## config.mk

```make
export PLATFORM = sky130hd
export DESIGN_NAME = hub_mem_master
export DESIGN_NICKNAME = d
export VERILOG_FILES = /design/src/rtl/hub_mem_master.sv
export SDC_FILE = /design/constraint.sdc
export NUM_CORES = 1
export LEC_CHECK = 0
export BUFFER_PORTS_ARGS = -buffer_cell sky130_fd_sc_hd__buf_2
export CAP_MARGIN = 20
export CORE_MARGIN = 4
export CORE_UTILIZATION = 48
export DETAILED_ROUTE_END_ITERATION = 8
export PLACE_DENSITY_LB_ADDON = 0.12
export REMOVE_ABC_BUFFERS = 1
export SYNTH_ARGS = -nofsm -noshare
export SYNTH_HDL_FRONTEND = slang
export SYNTH_SLANG_ARGS = --single-unit
```

## constraint.sdc

```tcl
create_clock -name clk_cog_i -period 2.85 [get_ports clk_cog_i]
set_input_delay 0.285 -clock clk_cog_i [delete_from_list [all_inputs] [get_ports clk_cog_i]]
set_output_delay 0.285 -clock clk_cog_i [all_outputs]
set_load 0.01 [all_outputs]
```

## src/rtl/hub_mem_master.sv

```systemverilog
// Cog-side hub memory initiator: latches one command, waits for this cog's hub slot,
// drives the shared request lines for that slot only, then returns a lane-aligned read.
// Optional macro HUB_MEM_MASTER_SIGNEXT_EN adds req_sx_i for sign-extended byte/word reads.
module hub_mem_master #(
  parameter int unsigned COG_ID    = 0,
  parameter int unsigned NUM_SLOTS = 8
) (
  input  logic        clk_cog_i,
  input  logic        nres_i,
  input  logic        ena_bus_i,
  input  logic        req_i,
  input  logic        req_w_i,
  input  logic [1:0]  req_sz_i,
  input  logic [15:0] req_addr_i,
  input  logic [31:0] req_d_i,
`ifdef HUB_MEM_MASTER_SIGNEXT_EN
  input  logic        req_sx_i,
`endif
  output logic        busy_o,
  output logic        ack_o,
  output logic [31:0] rd_q_o,
  output logic        mem_w_o,
  output logic [3:0]  mem_wb_o,
  output logic [13:0] mem_a_o,
  output logic [31:0] mem_d_o,
  input  logic [31:0] mem_q_i
);

  localparam int unsigned SlotW = (NUM_SLOTS > 1) ? $clog2(NUM_SLOTS) : 1;
  localparam logic [SlotW-1:0] CogSlot = SlotW'(COG_ID);

  typedef enum logic [1:0] {StIdle, StWait, StCapt, StDone} state_e;

  state_e           state_q;
  logic [SlotW-1:0] slot_q;
  logic             w_q;
  logic [1:0]       sz_q;
  logic [15:0]      addr_q;
  logic [31:0]      d_q;
  logic             sx_q;
  logic             busy_q;
  logic             ack_q;
  logic [31:0]      rd_q_q;

  logic             grant;
  logic [3:0]       lane_wb;
  logic [31:0]      lane_d;
  logic [31:0]      byte_sel;
  logic [15:0]      half_sel;
  logic [31:0]      rd_align;

  assign grant = (state_q == StWait) && ena_bus_i && (slot_q == CogSlot);

  always_comb begin
    lane_wb = 4'b1111;
    lane_d  = d_q;
    case (sz_q)
      2'b00: begin
        lane_wb = 4'b0001 << addr_q[1:0];
        lane_d  = {4{d_q[7:0]}};
      end
      2'b01: begin
        lane_wb = addr_q[1] ? 4'b1100 : 4'b0011;
        lane_d  = {2{d_q[15:0]}};
      end
      default: ;
    endcase
  end

  always_comb begin
    byte_sel = mem_q_i >> {addr_q[1:0], 3'b000};
    half_sel = addr_q[1] ? mem_q_i[31:16] : mem_q_i[15:0];
    case (sz_q)
      2'b00:   rd_align = {{24{sx_q & byte_sel[7]}}, byte_sel[7:0]};
      2'b01:   rd_align = {{16{sx_q & half_sel[15]}}, half_sel};
      default: rd_align = mem_q_i;
    endcase
  end

  // Request lines are zero outside the owned slot so the hub can OR all cogs together.
  assign mem_w_o  = grant & w_q;
  assign mem_wb_o = grant ? lane_wb : 4'b0000;
  assign mem_a_o  = grant ? addr_q[15:2] : 14'd0;
  assign mem_d_o  = grant ? lane_d : 32'd0;

  assign busy_o = busy_q;
  assign ack_o  = ack_q;
  assign rd_q_o = rd_q_q;

  always_ff @(posedge clk_cog_i or negedge nres_i) begin
    if (!nres_i) begin
      state_q <= StIdle;
      slot_q  <= '0;
      w_q     <= 1'b0;
      sz_q    <= 2'b00;
      addr_q  <= 16'd0;
      d_q     <= 32'd0;
      sx_q    <= 1'b0;
      busy_q  <= 1'b0;
      ack_q   <= 1'b0;
      rd_q_q  <= 32'd0;
    end else begin
      ack_q <= 1'b0;
      if (ena_bus_i) begin
        slot_q <= slot_q + 1'b1;
      end
      unique case (state_q)
        StIdle: begin
          // The ack cycle still blocks a new command.
          if (req_i && !ack_q) begin
            w_q     <= req_w_i;
            sz_q    <= req_sz_i;
            addr_q  <= req_addr_i;
            d_q     <= req_d_i;
`ifdef HUB_MEM_MASTER_SIGNEXT_EN
            sx_q    <= req_sx_i;
`else
            sx_q    <= 1'b0;
`endif
            busy_q  <= 1'b1;
            state_q <= StWait;
          end
        end
        StWait: begin
          if (grant) begin
            state_q <= w_q ? StDone : StCapt;
          end
        end
        StCapt: begin
          rd_q_q  <= rd_align;
          state_q <= StDone;
        end
        StDone: begin
          ack_q   <= 1'b1;
          busy_q  <= 1'b0;
          state_q <= StIdle;
        end
        default: state_q <= StIdle;
      endcase
    end
  end

endmodule

```

==> results.rst <==
.. list-table::
   :header-rows: 1

   * - Metric
     - Value
   * - Buffer levels on the longest clock path
     - 2
   * - Crit path arrival time
     - 2.14 ns
   * - Number of ports placed on the die boundary
     - 172
   * - Post-CTS setup-driven buffer insertion count
     - 0
   * - Clock-pin slew on the worst setup and hold paths
     - 0.11 ns
   * - Nets@finish
     - slightly below 700
   * - Max Slew Vio Count
     - 0
   * - Drc violations
     - 0
   * - Layout area overhead
     - 25.6%
   * - Count of clock tree sinks
     - 90
   * - Critical Path Start Type
     - flop
   * - Kind of path behind the tightest hold check
     - in2reg
   * - Minimum period implied by the final worst setup slack
     - 2.43 ns
   * - Aggregate negative setup slack
     - 0 ns
   * - Post-Synthesis Cell Area
     - 4540 µm²
   * - Yosys warnings
     - 0
   * - # H-tree levels
     - 3
   * - Hold Path Depth
     - 2
   * - Post-synth EDFFs
     - 0
   * - Min setup slack post-route
     - about 0.42 ns
   * - Pre-CTS worst setup slack
     - 0.801 ns
   * - Layout cells sized above 1
     - 0.432
   * - Gate count of the mapped netlist
     - between 400 and 500
   * - Num rows
     - 35
   * - Distinct cells, synth
     - 35
   * - Insertion delay of the later-clocked pin in the worst-skew pair
     - 0.36 ns
   * - Worst setup EP type
     - output pin
   * - Number of max-cap violations
     - 0
   * - Root buf cell
     - sky130_fd_sc_hd__clkbuf_8
   * - Worst slew slack as a fraction of its limit
     - 0.484
   * - Total number of vias
     - between 3000 and 4000
   * - Final setup fails
     - 0
   * - Synthesized area per cell
     - approximately 11 µm²
   * - Wirelength per Cell
     - roughly 16 µm
   * - Status
     - finished clean
   * - Pin slew with the least headroom to its limit
     - between 0.7 and 0.8 ns
   * - Final worst clock skew
     - 0.0224 ns
   * - Proportion of synthesized chip area in sequential cells
     - 0.496
   * - Number of port buffers
     - between 150 and 200
   * - Antenna violations before repair
     - 0
   * - Post-detailed-route via-to-cell ratio
     - between 5 and 6
   * - Data required time of the critical path
     - 2.57 ns
   * - Timing-limited maximum frequency
     - 412 MHz
   * - Unrepaired setup endpoints after global routing
     - false
   * - Routability cong.
     - 0.849
   * - Via count of the first global-routing pass
     - 3845
   * - Die Span Y
     - 105 µm
   * - DR pass1 iterations
     - 4
   * - Asr flop ratio synth
     - 1.00
   * - Final Hold Fails
     - 0
   * - Post-DP HPWL
     - approximately 8600 µm
   * - TritonCTS clock tree
     - yes
   * - Inserted Clock Buffers
     - 9
   * - Global-route wire length before repair
     - 19100 µm
   * - Final WL
     - between 10000 and 15000 µm
   * - Highest net fanout along the worst path
     - 27
   * - Number of antenna-violating nets in the routed design
     - 0
   * - Core footprint
     - 9240 µm²
   * - Die X-Extent
     - 105 µm
   * - Worst setup path category
     - reg2out
   * - Global router's overall resource usage
     - 0.211
   * - Iter 0 DRT Violations
     - 205
   * - Post-route fraction of the period consumed by the critical path
     - 0.851
   * - Worst supply voltage drop on vdd
     - 0.516 mV
   * - Filler cell count
     - between 700 and 800
   * - PD cells
     - between 1000 and 1500 nW/µm²
   * - Leakage power total
     - 2.88 nW
   * - Flip-flop cell with the highest count after synthesis
     - sky130_fd_sc_hd__dfrtp_1
   * - Antenna diode count
     - 0
   * - Die area
     - 11100 µm²
   * - Worst-case reg-to-reg path depth
     - 5
   * - Sum of overflow across all layers after global routing
     - 0
   * - Largest net degree at the start of global routing
     - 51
   * - Starting Density
     - 0.492
   * - Seq cells post-synth
     - 90
[cells in the mapped netlist, types with 2 or more instances]
library cell,instances,area [µm²]
sky130_fd_sc_hd__o22a_1,6,52.6
sky130_fd_sc_hd__a22o_1,6,52.6
sky130_fd_sc_hd__mux2_2,53,597
sky130_fd_sc_hd__clkbuf_1,11,41.3
sky130_fd_sc_hd__and2_1,25,156
sky130_fd_sc_hd__a22oi_1,14,105
sky130_fd_sc_hd__nand3_1,17,85.1
sky130_fd_sc_hd__a31oi_1,3,18.8
sky130_fd_sc_hd__a21oi_1,28,140
sky130_fd_sc_hd__ha_1,7,87.6
sky130_fd_sc_hd__buf_2,14,70.1
sky130_fd_sc_hd__nor2_1,38,143
sky130_fd_sc_hd__inv_1,23,86.3
sky130_fd_sc_hd__o21ai_0,27,135
sky130_fd_sc_hd__a32oi_1,2,17.5
sky130_fd_sc_hd__mux2i_1,17,170
sky130_fd_sc_hd__buf_6,3,33.8
sky130_fd_sc_hd__dfrtp_1,90,2250
sky130_fd_sc_hd__nand2_1,23,86.3
sky130_fd_sc_hd__nand3b_1,2,15.0
sky130_fd_sc_hd__buf_1,2,7.51
sky130_fd_sc_hd__mux2_4,5,75.1
sky130_fd_sc_hd__nor2b_1,2,12.5
[power breakdown]
part / total [mW] / switching (mW) / internal, mW
Clock: 0.901 / 0.466 / 0.435
Sequential: 2.45 / 0.522 / 1.93
Combinational: 2.61 / 1.33 / 1.28
[flip-flops by register name (all words and copies together) (netlist names), 2 cells and up]
| name | cells |
|---|---|
| state_q | 2 |
| sz_q | 2 |
| addr_q | 16 |
| slot_q | 3 |
| d_q | 32 |
| rd_q_o | 32 |
[area by class of cell]
cell class	instances	area (µm²)	area share
Multi-Input combinational cell	287	2050	0.360
Sequential cell	90	2250	0.395
Inverter	23	86.3	0.0151
Clock buffer	11	141	0.0248
Timing Repair Buffer	181	948	0.166
Tap cell	129	161	0.0283
Clock inverter	5	62.6	0.0110
[logic make-up after synthesis]
family	synth area share
compound gates	0.122
xor+xnor	0.00386
fa+ha+maj	0.0193
buf+inv	0.0526
flops	0.496
mux	0.185
simple gates	0.121
[critical path: stages, from the launching register on]
cell	delay (ns)
sky130_fd_sc_hd__dfrtp_1	0.43
sky130_fd_sc_hd__inv_1	0.13
sky130_fd_sc_hd__ha_1	0.21
sky130_fd_sc_hd__inv_1	0.07
sky130_fd_sc_hd__or2_2	0.52
sky130_fd_sc_hd__a211oi_1	0.28
sky130_fd_sc_hd__buf_2	0.17
[through the flow]
stage	cells	utilization	cell area [µm²]	hold slack, ns	power [mW]
final	726	0.618	5710	0.154	5.96
after global routing	726	0.618	5710	0.142	6.45
after CTS	726	0.618	5710	0.144	6.01
after detailed placement	709	0.595	5490	0.362	5.10
after global placement	709	0.595	5490	0.359	5.00
after floorplan	400	-	4390	-0.0106	4.17
[path summary, 6_finish.rpt]
| kind | to | from | slack (ns) |
|---|---|---|---|
| max | mem_wb_o[2] | state_q[1] | 0.42 |
| min | addr_q[1] | req_addr_i[1] | 0.15 |
| max reg2reg | rd_q_o[3] | sz_q[0] | 0.84 |
| min reg2reg | slot_q[2] | slot_q[2] | 0.50 |
| max in group asynchronous | d_q[8] | nres_i | 1.69 |
| min in group asynchronous | rd_q_o[8] | nres_i | 0.50 |
[placed cells by master (no fill, tap or decap), types with 2 or more instances in the layout]
cell | netlist | layout
sky130_fd_sc_hd__nand2_1 | 23 | 23
sky130_fd_sc_hd__nor2b_1 | 2 | 2
sky130_fd_sc_hd__nand3b_1 | 2 | 2
sky130_fd_sc_hd__o21ai_0 | 27 | 27
sky130_fd_sc_hd__mux2_2 | 53 | 53
sky130_fd_sc_hd__clkbuf_8 | 0 | 10
sky130_fd_sc_hd__a31oi_1 | 3 | 3
sky130_fd_sc_hd__a21oi_1 | 28 | 28
sky130_fd_sc_hd__buf_2 | 14 | 170
sky130_fd_sc_hd__and2_1 | 25 | 25
sky130_fd_sc_hd__buf_4 | 0 | 9
sky130_fd_sc_hd__clkinvlp_4 | 0 | 2
sky130_fd_sc_hd__a22o_1 | 6 | 6
sky130_fd_sc_hd__inv_1 | 23 | 23
sky130_fd_sc_hd__a32oi_1 | 2 | 2
sky130_fd_sc_hd__nor2_1 | 38 | 38
sky130_fd_sc_hd__mux2_4 | 5 | 5
sky130_fd_sc_hd__ha_1 | 7 | 6
sky130_fd_sc_hd__o22a_1 | 6 | 6
sky130_fd_sc_hd__nand3_1 | 17 | 17
sky130_fd_sc_hd__dfrtp_1 | 90 | 89
sky130_fd_sc_hd__mux2i_1 | 17 | 17
sky130_fd_sc_hd__a22oi_1 | 14 | 14
[timing repair]
item,CTS,global route
hold buffers,1,0
endpoints found under the hold margin,49,0
gates resized for setup,0,0
[routing by layer]
metal / part of all wire / vias to the layer above / GRT usage
li1: - / 1805 / -
met5: 0 / - / 0
met4: 0.011 / 0 / 0.0562
met3: 0.086 / 11 / 0.0594
met2: 0.49 / 153 / 0.344
met1: 0.42 / 1796 / 0.278
No activity file was read; power rests on OpenSTA's default activity.
